### config.mk
export PLATFORM = sky130hd
export DESIGN_NAME = mux_nto1_rr
export DESIGN_NICKNAME = d
export VERILOG_FILES = /design/src/rtl/mux_pkg.sv /design/src/rtl/mux_nto1_rr_arbiter.sv /design/src/rtl/mux_nto1_rr.sv
export SDC_FILE = /design/constraint.sdc
export NUM_CORES = 1
export LEC_CHECK = 0
export ABC_AREA = 1
export BUFFER_PORTS_ARGS = -buffer_cell sky130_fd_sc_hd__buf_2
export CORE_AREA = 2 2 124 126
export DETAILED_ROUTE_END_ITERATION = 6
export DIE_AREA = 0 0 126 128
export SETUP_SLACK_MARGIN = 0.05
export SYNTH_ARGS = -nofsm -noshare
export SYNTH_HDL_FRONTEND = slang
export SYNTH_SLANG_ARGS = --single-unit
### constraint.sdc
create_clock -name clk -period 2.1 [get_ports clk]
set_clock_uncertainty 0.05 [all_clocks]
set_input_delay 0.105 -clock clk [delete_from_list [all_inputs] [get_ports clk]]
set_output_delay 0.105 -clock clk [all_outputs]
set_load 0.02 [all_outputs]
### src/rtl/mux_pkg.sv
// Shared definitions for the N:1 registered mux: mode encodings and select-width helper.
package mux_pkg;

    localparam logic MODE_FIXED = 1'b0;
    localparam logic MODE_RR    = 1'b1;

    function automatic int sel_width(input int n);
        return (n <= 2) ? 1 : $clog2(n);
    endfunction

endpackage

### src/rtl/mux_nto1_rr_arbiter.sv
// Combinational round-robin arbiter: first requester at or above ptr, wrapping modulo NUM_IN.
module rr_arbiter
    import mux_pkg::*;
#(
    parameter  int NUM_IN = 4,
    localparam int SEL_W  = sel_width(NUM_IN)
) (
    input  logic [NUM_IN-1:0] req,
    input  logic [SEL_W-1:0]  ptr,
    output logic              gnt_valid,
    output logic [SEL_W-1:0]  gnt_idx
);

    logic [2*NUM_IN-1:0] req2;
    logic [2*NUM_IN-1:0] masked;

    always_comb begin
        req2      = {req, req};
        masked    = '0;
        gnt_valid = 1'b0;
        gnt_idx   = '0;
        // Upper copy of req supplies the wrapped-around candidates below ptr.
        for (int j = 0; j < 2 * NUM_IN; j++) begin
            masked[j] = req2[j] && (j >= int'(ptr));
        end
        for (int j = 2 * NUM_IN - 1; j >= 0; j--) begin
            if (masked[j]) begin
                gnt_valid = 1'b1;
                gnt_idx   = SEL_W'((j >= NUM_IN) ? (j - NUM_IN) : j);
            end
        end
    end

endmodule

### src/rtl/mux_nto1_rr.sv
// Registered N:1 mux with valid/ready handshake, fixed or round-robin selection and a transfer counter.
module mux_nto1_rr
    import mux_pkg::*;
#(
    parameter  int WIDTH  = 32,
    parameter  int NUM_IN = 4,
    parameter  int CNT_W  = 16,
    localparam int SEL_W  = sel_width(NUM_IN)
) (
    input  logic                    clk,
    input  logic                    reset,
    input  logic                    mode,
    input  logic [SEL_W-1:0]        sel,
    input  logic [NUM_IN*WIDTH-1:0] in_data,
    input  logic [NUM_IN-1:0]       in_valid,
    output logic [NUM_IN-1:0]       in_ready,
    output logic [WIDTH-1:0]        out_data,
    output logic                    out_valid,
    input  logic                    out_ready,
    output logic [SEL_W-1:0]        out_src,
    output logic [CNT_W-1:0]        xfer_count
);

    logic [WIDTH-1:0] in_word [NUM_IN];

    logic             out_valid_q, out_valid_d;
    logic [WIDTH-1:0] out_data_q,  out_data_d;
    logic [SEL_W-1:0] out_src_q,   out_src_d;
    logic [CNT_W-1:0] xfer_count_q, xfer_count_d;
    logic [SEL_W-1:0] rr_ptr_q,    rr_ptr_d;

    logic             rr_valid;
    logic [SEL_W-1:0] rr_idx;
    logic             fixed_valid;
    logic             grant_valid;
    logic [SEL_W-1:0] grant;
    logic [WIDTH-1:0] grant_data;
    logic             load_en;
    logic             load;

    rr_arbiter #(.NUM_IN(NUM_IN)) u_arb (
        .req       (in_valid),
        .ptr       (rr_ptr_q),
        .gnt_valid (rr_valid),
        .gnt_idx   (rr_idx)
    );

    always_comb begin
        for (int i = 0; i < NUM_IN; i++) begin
            in_word[i] = in_data[i*WIDTH +: WIDTH];
        end

        // An out-of-range sel simply matches no input, so it never grants.
        fixed_valid = 1'b0;
        for (int i = 0; i < NUM_IN; i++) begin
            if ((int'(sel) == i) && in_valid[i]) fixed_valid = 1'b1;
        end

        if (mode == MODE_RR) begin
            grant_valid = rr_valid;
            grant       = rr_idx;
        end else begin
            grant_valid = fixed_valid;
            grant       = sel;
        end

        load_en = !out_valid_q || out_ready;
        load    = load_en && grant_valid && !reset;

        in_ready   = '0;
        grant_data = '0;
        for (int i = 0; i < NUM_IN; i++) begin
            if (int'(grant) == i) begin
                in_ready[i] = load;
                grant_data  = in_word[i];
            end
        end

        out_valid_d  = out_valid_q;
        out_data_d   = out_data_q;
        out_src_d    = out_src_q;
        xfer_count_d = xfer_count_q;
        rr_ptr_d     = rr_ptr_q;

        if (load) begin
            out_valid_d  = 1'b1;
            out_data_d   = grant_data;
            out_src_d    = grant;
            xfer_count_d = xfer_count_q + CNT_W'(1);
            if (mode == MODE_RR) begin
                rr_ptr_d = (int'(grant) == NUM_IN - 1) ? '0 : grant + SEL_W'(1);
            end
        end else if (out_ready) begin
            out_valid_d = 1'b0;
        end
    end

    always_ff @(posedge clk) begin
        if (reset) begin
            out_valid_q  <= 1'b0;
            out_data_q   <= '0;
            out_src_q    <= '0;
            xfer_count_q <= '0;
            rr_ptr_q     <= '0;
        end else begin
            out_valid_q  <= out_valid_d;
            out_data_q   <= out_data_d;
            out_src_q    <= out_src_d;
            xfer_count_q <= xfer_count_d;
            rr_ptr_q     <= rr_ptr_d;
        end
    end

    assign out_valid  = out_valid_q;
    assign out_data   = out_data_q;
    assign out_src    = out_src_q;
    assign xfer_count = xfer_count_q;

endmodule
# After elaboration in Yosys (flattened, before gate mapping)
# Cells that the tools add are included.
# W data, S select, Z words.
[totals] in_bits=138 regBits=53
[classes] add_sub_neg=2 reduce_logical=16 muxes=31 eq_ne=6 n_lt_le_gt_ge=3
[ops] cell="$mux W32" count=4
[ops] cell="$mux W1" count=18
[ops] cell="$mux W2" count=9
[ops] cell="$add A16 B1 Y16 const B" count=1
[ops] cell="$logic_and A1 B1 Y1" count=9
[ops] cell="$eq A2 B2 Y1 const B" count=4
[ops] cell="$eq A2 B1 Y1 const B" count=2
[ops] cell="$ge A1 B2 Y1 const A" count=2
[ops] cell="$logic_not A2 Y1" count=2
[ops] cell="$add A2 B1 Y2 const B" count=1
[ops] cell="$ge A2 B2 Y1 const A" count=1
[ops] cell="$logic_not A1 Y1" count=2
[ops] cell="$reduce_and A2 Y1" count=1
[ops] cell="$reduce_bool A2 Y1" count=1
[ops] cell="$logic_or A1 B1 Y1" count=1

# Logic depth before layout (Yosys ltp)
[depth] depth_word=13 ltp_mapped=18 mapped_depth_nobuf=17

# Cells and area by module
# Synthesis repeated with hierarchy kept, for this count alone.
[hier_totals] hier_cells=538 area_unflattened_um2=3872.5
[modules_own_cells] mod="mux_nto1_rr" cells_each=519 n_inst=1 seq_area_each_um2=1061.0 area_per_inst_um2=3786.1
[modules_own_cells] mod="rr_arbiter" cells_each=19 n_inst=1 seq_area_each_um2=0.0 area_per_inst_um2=86.3

# Worst setup path after synthesis
# OpenSTA, ideal clock, no wires.
[synth_path] kind="reg-to-reg" from="register rr_ptr_q[1]" to="register out_data_q[16], in the netlist out_data[16]" synth_period_minus_slack_ps=2013 n_path_buf=2 t_arrival_ps=1899 stages_incl_launch_ff=16 path_slack_ps=87 setup_time_ps=64 cell_sequence="dfxtp_1 -> inv_1 -> o21ai_0 -> nand2_1 -> nand2_1 -> nand3_1 -> nand2_1 -> inv_1 -> ha_1 -> buf_2 -> inv_1 -> clkbuf_1 -> o21ai_0 -> o21ai_0 -> nor2_1 -> nor2_1"
[synth_between] elab_chain_len=11
[synth_lines] element="start, declared" line="mux_nto1_rr.sv:30" source="logic [SEL_W-1:0] rr_ptr_q, rr_ptr_d;"
[synth_lines] element="start signal, assigned" line="mux_nto1_rr.sv:110" source="rr_ptr_q <= rr_ptr_d;"
[synth_lines] element="$ge A2 B2 Y1" line="mux_nto1_rr_arbiter.sv:24" source="masked[j] = req2[j] && (j >= int'(ptr));"
[synth_lines] element="$logic_and A1 B1 Y1" line="mux_nto1_rr_arbiter.sv:24"
[synth_lines] element="$mux W2 (2 in series)" line="mux_nto1_rr_arbiter.sv:27" source="if (masked[j]) begin"
[synth_lines] element="$mux W2 *" line="mux_nto1_rr_arbiter.sv:27"
[synth_lines] element="$mux W2 *" line="mux_nto1_rr.sv:59" source="if (mode == MODE_RR) begin"
[synth_lines] element="named net grant[0]" line="mux_nto1_rr.sv:36" source="logic [SEL_W-1:0] grant;"
[synth_lines] element="$logic_not A2 Y1" line="mux_nto1_rr.sv:73" source="if (int'(grant) == i) begin"
[synth_lines] element="$mux W32 (3 in series)" line="mux_nto1_rr.sv:73"
[synth_lines] element="$mux W32 *" line="mux_nto1_rr.sv:73"
[synth_lines] element="end signal, assigned" line="mux_nto1_rr.sv:107" source="out_data_q <= out_data_d;"
[synth_lines] element="end, declared" line="mux_nto1_rr.sv:27" source="logic [WIDTH-1:0] out_data_q, out_data_d;"
# The timed path passes the listed nets; every way through them passes the cells marked *.
# A chain may end at the register's enable or synchronous reset.

# Final worst setup path
[layout_path] from="register rr_ptr_q[1]" to="register out_data_q[0], in the netlist out_data[0]"
# The elaborated chain is that of the path after synthesis.

==> run summary <==
dominant cell by count in the synthesized netlist: nand2_1
total chip power: 3.217 mW
GRT Overall Usage: 15.00%
Post-Syn Area: 3641 um2
Area Growth Syn to Fin: 47.29%
H-tree Lvls: 2
die height: 128 um
hold slack: 29.57 ps
CP Capture Type: flip-flop
PwrDens: 599.9 nW/um2
Distinct cells, synth: 26
non-filler cells in the finished layout: 1028
Hold Crit Class: in2reg
leading area contributor after synthesis: dfxtp_1
crit-path cells: inv_2 > o21ai_2 > nand2_1 > nand2_1 > nand3_2 > nand2_2 > buf_4 > ha_4 > nor2_4 > buf_6 > clkbuf_16 > nand2_2 > nand2_1 > o21ai_1 > o21ai_1 > nor2_1 > nor2_1
final setup fails: 0
Yosys warning count: 0
PortBufs: 192
Peak VDD IR: 0.0003122 V
Final Wtd Congestion: 0.8106
CTS tree: done
unrepaired setup endpoints after global routing: true
final worst path period need: 2081 ps
CP max stage delay: 340 ps
Place WS: -55.95 ps
Crit path max-delay family: simple AND/OR/NAND/NOR gates
number of synthesized flops with an enable pin: 0
sequential share of the synthesized area: 29.14%
Final Hold Viols: 0
grt met2 use: 25.24%
post-synth net total: 790
crit start category: flip-flop
Setup CP Type: reg2reg
worst setup margin: 18.76 ps
grt ovf: 0
post-synthesis mux area share: 0%
DRC: 0
via count: 4470
Finished Cell Area: 5363 um2
fmax: 480.5 MHz
asr flop ratio synth: 0%
Initial Util: 24.49%
placed instance area: 4876 um2
vias in the first global route: 4020
die area: 16130 um2
Rel. slew slack: 70.95%
largest cells by area after synthesis: dfxtp_1 (29%), nand2_1 (25%), nor2_1 (9.9%)
pin count of the biggest net entering global routing: 38
slowest CP cell: dfxtp_2
met3 usage: 3.798%
die width: 126 um
HPWL after detailed placement: 9.290 mm
num rows: 45
Critical Path RT: 2240 ps
worst path bufs/invs: 4
Top-Level Pins: 193
fin. max-slew vios: 0
Leak: 2.715 nW
core area: 14860 um2
Clock Tree Root: clkbuf_16
post-synthesis compound-gate area fraction: 16.98%
synthesized area per cell: 5.627 um2
routed vias/inst: 4.348
slew at the pin closest to its max-slew limit: 435.7 ps
final core occ: 36.08%
CTS Buf Count: 5
DR pass1 iterations: 5
first-pass GRT wire length: 19.74 mm
share of layout cells above drive strength 1: 32.02%
Final Cycle Share: 99.11%
setup_tns: 0 ps
CTS Hold Bufs: 0
CTS sink count: 53
drt total wl: 13.33 mm
Yosys reg bits: 53
placed cell count: 1008
Worst-Skew Late Latency: 300 ps
Post-Synth Simple-Gate Area: 38.80%
maximum buffer depth of the clock tree: 2
antenna-violating nets left: 0
Post-synth top cells: nand2_1 (242), nor2_1 (96), inv_1 (62), dfxtp_1 (53), a21oi_1 (48)
Clock transition at path regs: 70 ps
Synth Area in XOR/XNOR: 1.203%
CP dominant cell by count: nand2_1
initial antenna violation count: 0
final-stage net count: 982
DR iter-0 viols: 244
GR met1 Demand/Resource: 19.04%
cells after synthesis: 647
global routing's busiest layer: met2
CP Max Fanout: 7
Synth Area in Adders: 1.718%
Synth top area share: 29.14%
drt wl/cell: 12.97 um
WP data arrival: 2230 ps
Synth Flop Type: dfxtp_1
number of diodes: 0
Max-cap violations: 0
largest family of logic cells by synthesized area: simple AND/OR/NAND/NOR gates
status: complete, no violations
[tightest hold or removal path: cells and delay by family]
family                 cells  cell delay [ps]
AO/OA/AOI/OAI              1               60
buffers and inverters      2              100
AND/OR/NAND/NOR            1               60
[kinds of logic after synthesis]
group / count (synthesis)
AOI/OAI and AO/OA: 122
adders and majority gates: 5
and+or+nand+nor: 360
DFF: 53
xor gates and xnor gates: 5
buffers and inverters: 102
[metal layers]
| layer | wire length, um | share of wire [%] |
|---|---|---|
| met1 | 5909 | 44 |
| met2 | 6450 | 48 |
| met3 | 743 | 5.6 |
| met4 | 226 | 1.7 |
| met5 | 0 | 0 |
[power breakdown]
group          switching [mW]  leakage [nW]  internal, mW
registers              0.0393         0.436          1.08
clock network           0.408        0.0631         0.444
logic                   0.704          2.22         0.538
[final timing paths]
path / startpoint / cells after the start / to / slack [ps]
min: out_ready / 4 / out_valid / 30
max reg2reg: rr_ptr_q[1] / 17 / out_data[0] / 20
min reg2reg: out_valid / 2 / out_valid / 450
max: rr_ptr_q[1] / 17 / out_data[0] / 20
[area by class of cell]
class                   instances  area (um2)
clock buffers                   6       128.9
clock inverters                 2       15.01
fillers                      1708        9502
inverters                      65       251.5
multi-input cells             492        2262
flip-flops and latches         53        1062
well taps                     188       235.2
repair buffers                222        1408
[sequential cells by signal, summed over array words and instances, names as in the netlist]
signal,cells
rr_ptr_q,2
out_src,2
out_valid,1
out_data,32
xfer_count,16
[cells in the final DEF (no fill, tap or decap), types with 8 or more instances in the layout]
cell       instances
buf_12             8
nand3_1           10
nand2_2           13
o21ai_1           46
nor2_1            96
buf_2            189
inv_1             57
buf_4             16
nand2_1          228
dfxtp_1           52
o21ai_0           19
clkbuf_16          9
a21oi_1           46
[timing repair]
action                                  in CTS  in global routing
cloned                                       1                  5
gates resized for setup                     11                 65
pin swaps                                    2                 34
endpoints found under the setup margin      36                 36
setup buffers                                1                  5
(Power assumes the default switching activity.)
